==> config.mk <==
export PLATFORM = sky130hd
export DESIGN_NAME = fetch_sequencer_flat
export DESIGN_NICKNAME = d
export VERILOG_FILES = /design/src/rtl/fetch_sequencer_if.sv /design/src/rtl/fetch_sequencer.sv /design/src/flat_wrapper.sv
export SDC_FILE = /design/constraint.sdc
export NUM_CORES = 1
export LEC_CHECK = 0
export BUFFER_PORTS_ARGS = -buffer_cell sky130_fd_sc_hd__buf_2
export CORE_AREA = 2 2 53 55
export DETAILED_ROUTE_END_ITERATION = 12
export DIE_AREA = 0 0 55 57
export GPL_TIMING_DRIVEN = 0
export HOLD_SLACK_MARGIN = 0.08
export PLACE_DENSITY = 0.82
export RECOVER_POWER = 100
export SLEW_MARGIN = 20
export SYNTH_ARGS = -nofsm -noshare
export SYNTH_HDL_FRONTEND = slang
export SYNTH_SLANG_ARGS = --single-unit
==> constraint.sdc <==
create_clock -name clk -period 1.85 [get_ports clk]
set_input_delay 0.185 -clock clk [delete_from_list [all_inputs] [get_ports clk]]
set_output_delay 0.185 -clock clk [all_outputs]
set_load 0.02 [all_outputs]
==> src/rtl/fetch_sequencer_if.sv <==
// fetch_sequencer_if: PC, ROM and instruction-handoff signals of the fetch sequencer.
// Latency: none, wires only.
// Backpressure: instr_valid/instr_ready handshake travels on this bundle.
interface fetch_sequencer_if #(
  parameter int ADDR_W = 8,
  parameter int DATA_W = 16
);
  logic [ADDR_W-1:0] pc_in;
  logic              incr_out;
  logic [ADDR_W-1:0] rom_addr;
  logic [DATA_W-1:0] rom_data;
  logic [DATA_W-1:0] instr;
  logic              instr_valid;
  logic              instr_ready;

  // Sequencer side
  modport master (
    input  pc_in, rom_data, instr_ready,
    output incr_out, rom_addr, instr, instr_valid
  );

  // PC / ROM / decode side
  modport slave (
    output pc_in, rom_data, instr_ready,
    input  incr_out, rom_addr, instr, instr_valid
  );
endinterface

==> src/rtl/fetch_sequencer.sv <==
// fetch_sequencer: steps the PC through program ROM and hands each word to decode.
// Latency: MEM_LAT+1 clocks from IDLE exit to instr_valid; free-run costs MEM_LAT+3 clocks per word.
// Backpressure: instr/instr_valid held until instr_ready; step pulses while busy are dropped.
// Optional breakpoint stop is built only when SEQ_BREAKPOINT_EN is defined.
module fetch_sequencer #(
  parameter int                ADDR_W    = 8,
  parameter int                DATA_W    = 16,
  parameter int                MEM_LAT   = 1,
  parameter logic [DATA_W-1:0] HALT_WORD = DATA_W'(16'hFFFF)
) (
  input  logic              clk,
  input  logic              reset,
  input  logic              run,
  input  logic              step,
  input  logic [ADDR_W-1:0] bp_addr,
  output logic              busy,
  output logic              halted,
  output logic              bp_hit,
  fetch_sequencer_if.master bus
);

  localparam logic [2:0] S_IDLE    = 3'd0;
  localparam logic [2:0] S_FETCH   = 3'd1;
  localparam logic [2:0] S_HOLD    = 3'd2;
  localparam logic [2:0] S_ADVANCE = 3'd3;
  localparam logic [2:0] S_SETTLE  = 3'd4;
  localparam logic [2:0] S_HALTED  = 3'd5;

  localparam int               CNT_W    = (MEM_LAT > 1) ? $clog2(MEM_LAT) : 1;
  localparam logic [CNT_W-1:0] LAST_CNT = CNT_W'(MEM_LAT - 1);

  logic [2:0]        state_q, state_d;
  logic [CNT_W-1:0]  wait_cnt_q, wait_cnt_d;
  logic [DATA_W-1:0] instr_q, instr_d;
  logic              oneshot_q, oneshot_d;
  logic              start_run, start_step, fetch_req;

`ifdef SEQ_BREAKPOINT_EN
  logic bp_hit_q, bp_hit_d;
  logic run_prev_q, run_prev_d;
`endif

  // Next-state: sequencing through fetch, handoff, PC pulse and settle.
  always_comb begin
    state_d    = state_q;
    wait_cnt_d = wait_cnt_q;
    instr_d    = instr_q;
    oneshot_d  = oneshot_q;
    fetch_req  = 1'b0;
`ifdef SEQ_BREAKPOINT_EN
    bp_hit_d   = bp_hit_q;
    run_prev_d = run;
    // While parked on a breakpoint a held-high run must not restart by level.
    start_run  = bp_hit_q ? (run & ~run_prev_q) : run;
`else
    start_run  = run;
`endif
    // run has priority over a simultaneous step.
    start_step = step & ~start_run;

    case (state_q)
      S_IDLE: begin
        if (start_run) begin
          fetch_req = 1'b1;
          oneshot_d = 1'b0;
        end else if (start_step) begin
          fetch_req = 1'b1;
          oneshot_d = 1'b1;
        end
      end
      S_FETCH: begin
        if (wait_cnt_q == LAST_CNT) begin
          instr_d = bus.rom_data;
          state_d = (bus.rom_data == HALT_WORD) ? S_HALTED : S_HOLD;
        end else begin
          wait_cnt_d = wait_cnt_q + CNT_W'(1);
        end
      end
      S_HOLD: begin
        if (bus.instr_ready) state_d = S_ADVANCE;
      end
      S_ADVANCE: state_d = S_SETTLE;
      S_SETTLE: begin
        if (run && !oneshot_q) fetch_req = 1'b1;
        else                   state_d   = S_IDLE;
      end
      S_HALTED: state_d = S_HALTED;
      default:  state_d = S_IDLE;
    endcase

    if (fetch_req) begin
`ifdef SEQ_BREAKPOINT_EN
      // A start from IDLE consumes the stop flag and is allowed past the breakpoint once.
      if (state_q == S_IDLE) bp_hit_d = 1'b0;
      if ((bus.pc_in == bp_addr) && !((state_q == S_IDLE) && bp_hit_q)) begin
        state_d  = S_IDLE;
        bp_hit_d = 1'b1;
      end else begin
        state_d    = S_FETCH;
        wait_cnt_d = '0;
      end
`else
      state_d    = S_FETCH;
      wait_cnt_d = '0;
`endif
    end
  end

  // State and datapath registers; reset parks the sequencer in IDLE.
  always_ff @(posedge clk or posedge reset) begin
    if (reset) begin
      state_q    <= S_IDLE;
      wait_cnt_q <= '0;
      instr_q    <= '0;
      oneshot_q  <= 1'b0;
    end else begin
      state_q    <= state_d;
      wait_cnt_q <= wait_cnt_d;
      instr_q    <= instr_d;
      oneshot_q  <= oneshot_d;
    end
  end

`ifdef SEQ_BREAKPOINT_EN
  // Breakpoint flag and run history for rising-edge restart.
  always_ff @(posedge clk or posedge reset) begin
    if (reset) begin
      bp_hit_q   <= 1'b0;
      run_prev_q <= 1'b0;
    end else begin
      bp_hit_q   <= bp_hit_d;
      run_prev_q <= run_prev_d;
    end
  end

  assign bp_hit = bp_hit_q;
`else
  logic unused_bp;
  assign unused_bp = ^bp_addr;
  assign bp_hit    = 1'b0;
`endif

  assign bus.rom_addr    = bus.pc_in;
  assign bus.instr       = instr_q;
  assign bus.instr_valid = (state_q == S_HOLD);
  assign bus.incr_out    = (state_q == S_ADVANCE);
  assign busy            = (state_q == S_FETCH) || (state_q == S_HOLD) ||
                           (state_q == S_ADVANCE) || (state_q == S_SETTLE);
  assign halted          = (state_q == S_HALTED);

endmodule

==> src/flat_wrapper.sv <==
// flat-port wrapper written by rule: the top's interface ports become plain ports
module fetch_sequencer_flat 
#(
  parameter int                ADDR_W    = 8,
  parameter int                DATA_W    = 16,
  parameter int                MEM_LAT   = 1,
  parameter logic [DATA_W-1:0] HALT_WORD = DATA_W'(16'hFFFF)
)
  (clk, reset, run, step, bp_addr, busy, halted, bp_hit, bus_pc_in, bus_rom_data, bus_instr_ready, bus_incr_out, bus_rom_addr, bus_instr, bus_instr_valid);
  fetch_sequencer_if #(.ADDR_W(ADDR_W), .DATA_W(DATA_W)) bus_i ();
  input  logic clk;
  input  logic reset;
  input  logic run;
  input  logic step;
  input  logic [ADDR_W-1:0] bp_addr;
  output logic busy;
  output logic halted;
  output logic bp_hit;
  input wire logic [$bits(bus_i.pc_in)-1:0] bus_pc_in;
  input wire logic [$bits(bus_i.rom_data)-1:0] bus_rom_data;
  input wire logic [$bits(bus_i.instr_ready)-1:0] bus_instr_ready;
  output wire logic [$bits(bus_i.incr_out)-1:0] bus_incr_out;
  output wire logic [$bits(bus_i.rom_addr)-1:0] bus_rom_addr;
  output wire logic [$bits(bus_i.instr)-1:0] bus_instr;
  output wire logic [$bits(bus_i.instr_valid)-1:0] bus_instr_valid;
  assign bus_i.pc_in = bus_pc_in;
  assign bus_i.rom_data = bus_rom_data;
  assign bus_i.instr_ready = bus_instr_ready;
  assign bus_incr_out = bus_i.incr_out;
  assign bus_rom_addr = bus_i.rom_addr;
  assign bus_instr = bus_i.instr;
  assign bus_instr_valid = bus_i.instr_valid;
  fetch_sequencer #(.ADDR_W(ADDR_W), .DATA_W(DATA_W), .MEM_LAT(MEM_LAT), .HALT_WORD(HALT_WORD)) u_core (.clk(clk), .reset(reset), .run(run), .step(step), .bp_addr(bp_addr), .busy(busy), .halted(halted), .bp_hit(bp_hit), .bus(bus_i));
endmodule
==> impl_metrics.ini <==
[power_and_ir_drop]
power_density_nw_per_um2 = 1761
peakVddDrop_mv = 0.9334
cellLeakagePower_nw = 0.5807

[timing]
fin_setup_tns_ns = 0
post-route-period-util_pct = 88.92
skew_ns = 0.003513
max_freq_mhz = 607.9
holdWs_ns = 0.08820
final-hold-violation-count = 0
worstMarginPinSlew_ns = 0.7475
slew_violations = 0
min_period_ns = 1.645
relSlewSlack_pct = 50.11
setup_violations = 0
rsz0062_at_grt = no

[cts]
insertion_delay_ns = 0.30
cts_tree = built
path_clk_slew_ns = 0.11
cts_buffers = 3
clockBufferDepth = 2
htreeDepth = 1
cts_root_buffer = clkbuf_4
cts_sinks = 20
post_cts_resized = 0

[global_route]
grt_overflow_total = 0
grt_pass1_wl_microns = 3374
grt_max_degree = 21
antenna_found_initial = 0
grt_pass1_vias = 774
grt_usage_pct = 14.95

[worst_setup_path]
crit_path_top_delay_cell = nor3b_4
cp.required_ns = 2.04
critPathLaunch = u_core.state_q[2]$_DFFE_PP0P_
reg2reg_slack_ns = 0.20
cp.arrival_ns = 1.83
critPathCaptureType = flop
worstSetupStartpointType = flop
r2r_start = u_core.state_q[2]$_DFFE_PP0P_
path_class = reg -> reg
cp_slowest_stage_delay_ns = 0.47
critPathMaxFanout = 10
worstPathCellList = buf_6 > nor3b_4 > buf_12 > mux2_1

[worst_hold_path]
hold_path.class = in -> reg
min_from = bus_instr_ready

[synthesis]
syn-num-nets = 115
ys_types = 22
ys_seq_area_share_pct = 49.81
syn_area_sq_um = 1005
yosys_warnings = 0
synth_area_leaders = dfrtp_1, mux2_4, buf_4
syn_inst = 78
netlist.area_leader.share_pct = 49.81
syn_area_per_cell_sq_um = 12.88
synth_seq_cells = 20
yosysTopAreaCell = dfrtp_1

[routing]
drtPass1Iterations = 3
initialDrtViolationCount = 5
wl_per_cell_microns = 13.33
vias = 782
wirelength_microns = 2172
via_per_inst = 4.798
drc = 0
antenna_left = 0

[layout]
multi_input_area_sq_um = 345.3
area_growth_pct = 28.02
nFillCells = 269
drive_gt1_share_pct = 35.61
mostFrequentLayoutCells = clkbuf_1, dfrtp_1, buf_2
final_common_cell = clkbuf_1
insertedDiodeCount = 0
register_area_sq_um = 500.5
nNetsFinal = 170
stdcell_count = 163
final_cell_area_sq_um = 1286

[floorplan]
initial_core_util_pct = 38.42
die_h_microns = 57
core_area_sq_um = 2615
io_pins = 66
die_w_microns = 55
num_rows = 19
die_area_sq_um = 3135

[placement]
gp_congestion = 0.7463
hpwl_microns = 1702
dpl_cell_area_sq_um = 1284
dp_cells = 157
port_buffers = 48

[flow_run]
maxCapViolations = 0

[outcome]
status = complete, no violations
[through the flow]
step | utilization (%) | setup WS [ns] | power, W
final | 49.19 | 0.2049 | 0.002265
after global routing | 49.19 | 0.1281 | 0.002399
after CTS | 51.87 | 0.2163 | 0.002473
after detailed placement | 49.09 | 0.2313 | 0.002118
after global placement | 49.09 | 0.2603 | 0.002066
after floorplan | - | 0.3800 | 0.001755
[registers in the layout, summed over array words and instances, names as in the netlist]
signal            cells
u_core.oneshot_q      1
u_core.state_q        3
u_core.bus.instr     16
[final cells by class]
| class | count | area share, % |
|---|---|---|
| sequential | 20 | 38.91 |
| buffer | 13 | 8.852 |
| clock inverter | 1 | 2.335 |
| clock buffer | 3 | 1.751 |
| inverter | 3 | 0.8755 |
| timing repair buffer | 50 | 17.41 |
| multi-input combinational | 42 | 26.85 |
| tap | 31 | 3.016 |
[kinds of logic (layout without fill, tap and decap cells)]
kind of cell	Yosys count	in the layout	share of synthesized area (%)
buf+inv	16	70	12.45
mux	16	16	21.30
simple gates	18	18	11.83
compound gates	7	7	4.234
flops	20	20	49.81
other cells	1	1	0.3732
[cells in the mapped netlist (all sizes together)]
library cell,n
nor4,1
o21a,1
dfrtp,20
inv,3
nor2,3
and3b,2
nor3,2
o21bai,1
nand2,3
o22ai,2
conb,1
or2b,1
mux2,16
nor3b,2
buf,13
nand4,4
a21oi,2
o21ai,1
[per-layer routing]
layer	part of all wire, %	routed length, microns	GRT usage, %
met4	2.0	44	7.666
met3	7.1	155	2.356
met2	54	1179	26.19
met5	0	0	0
met1	37	793	16.84
[where the power goes]
group / switching [W] / internal (W)
combinational: 0.000667 / 0.000477
sequential: 0.000106 / 0.000660
clock: 0.000136 / 0.000219
total: 0.000909 / 0.00136
[critical path, delay by kind of cell (launching register included)]
kind / cells / cell delay, ns
AND/OR/NAND/NOR: 1 / 0.47
buffers and inverters: 2 / 0.34
multiplexers: 1 / 0.34
flip-flops: 1 / 0.39
[final timing paths]
path / to / cells after the start
setup / recovery: u_core.bus.instr[5]$_DFFE_PP0N_ / 4
hold / removal: u_core.state_q[0]$_DFFE_PP0P_ / 3
setup reg to reg: u_core.bus.instr[5]$_DFFE_PP0N_ / 4
hold reg to reg: u_core.bus.instr[8]$_DFFE_PP0N_ / 1
max in group asynchronous: u_core.oneshot_q$_DFFE_PP0P_ / 3
min in group asynchronous: u_core.bus.instr[5]$_DFFE_PP0N_ / 3
[repair_timing]
| item | 4_1_cts | 5_1_grt |
|---|---|---|
| hold buffers | 2 | 0 |
| setup buffers | 0 | 0 |
| hold endpoints to repair | 21 | 0 |
(Power assumes the default switching activity.)
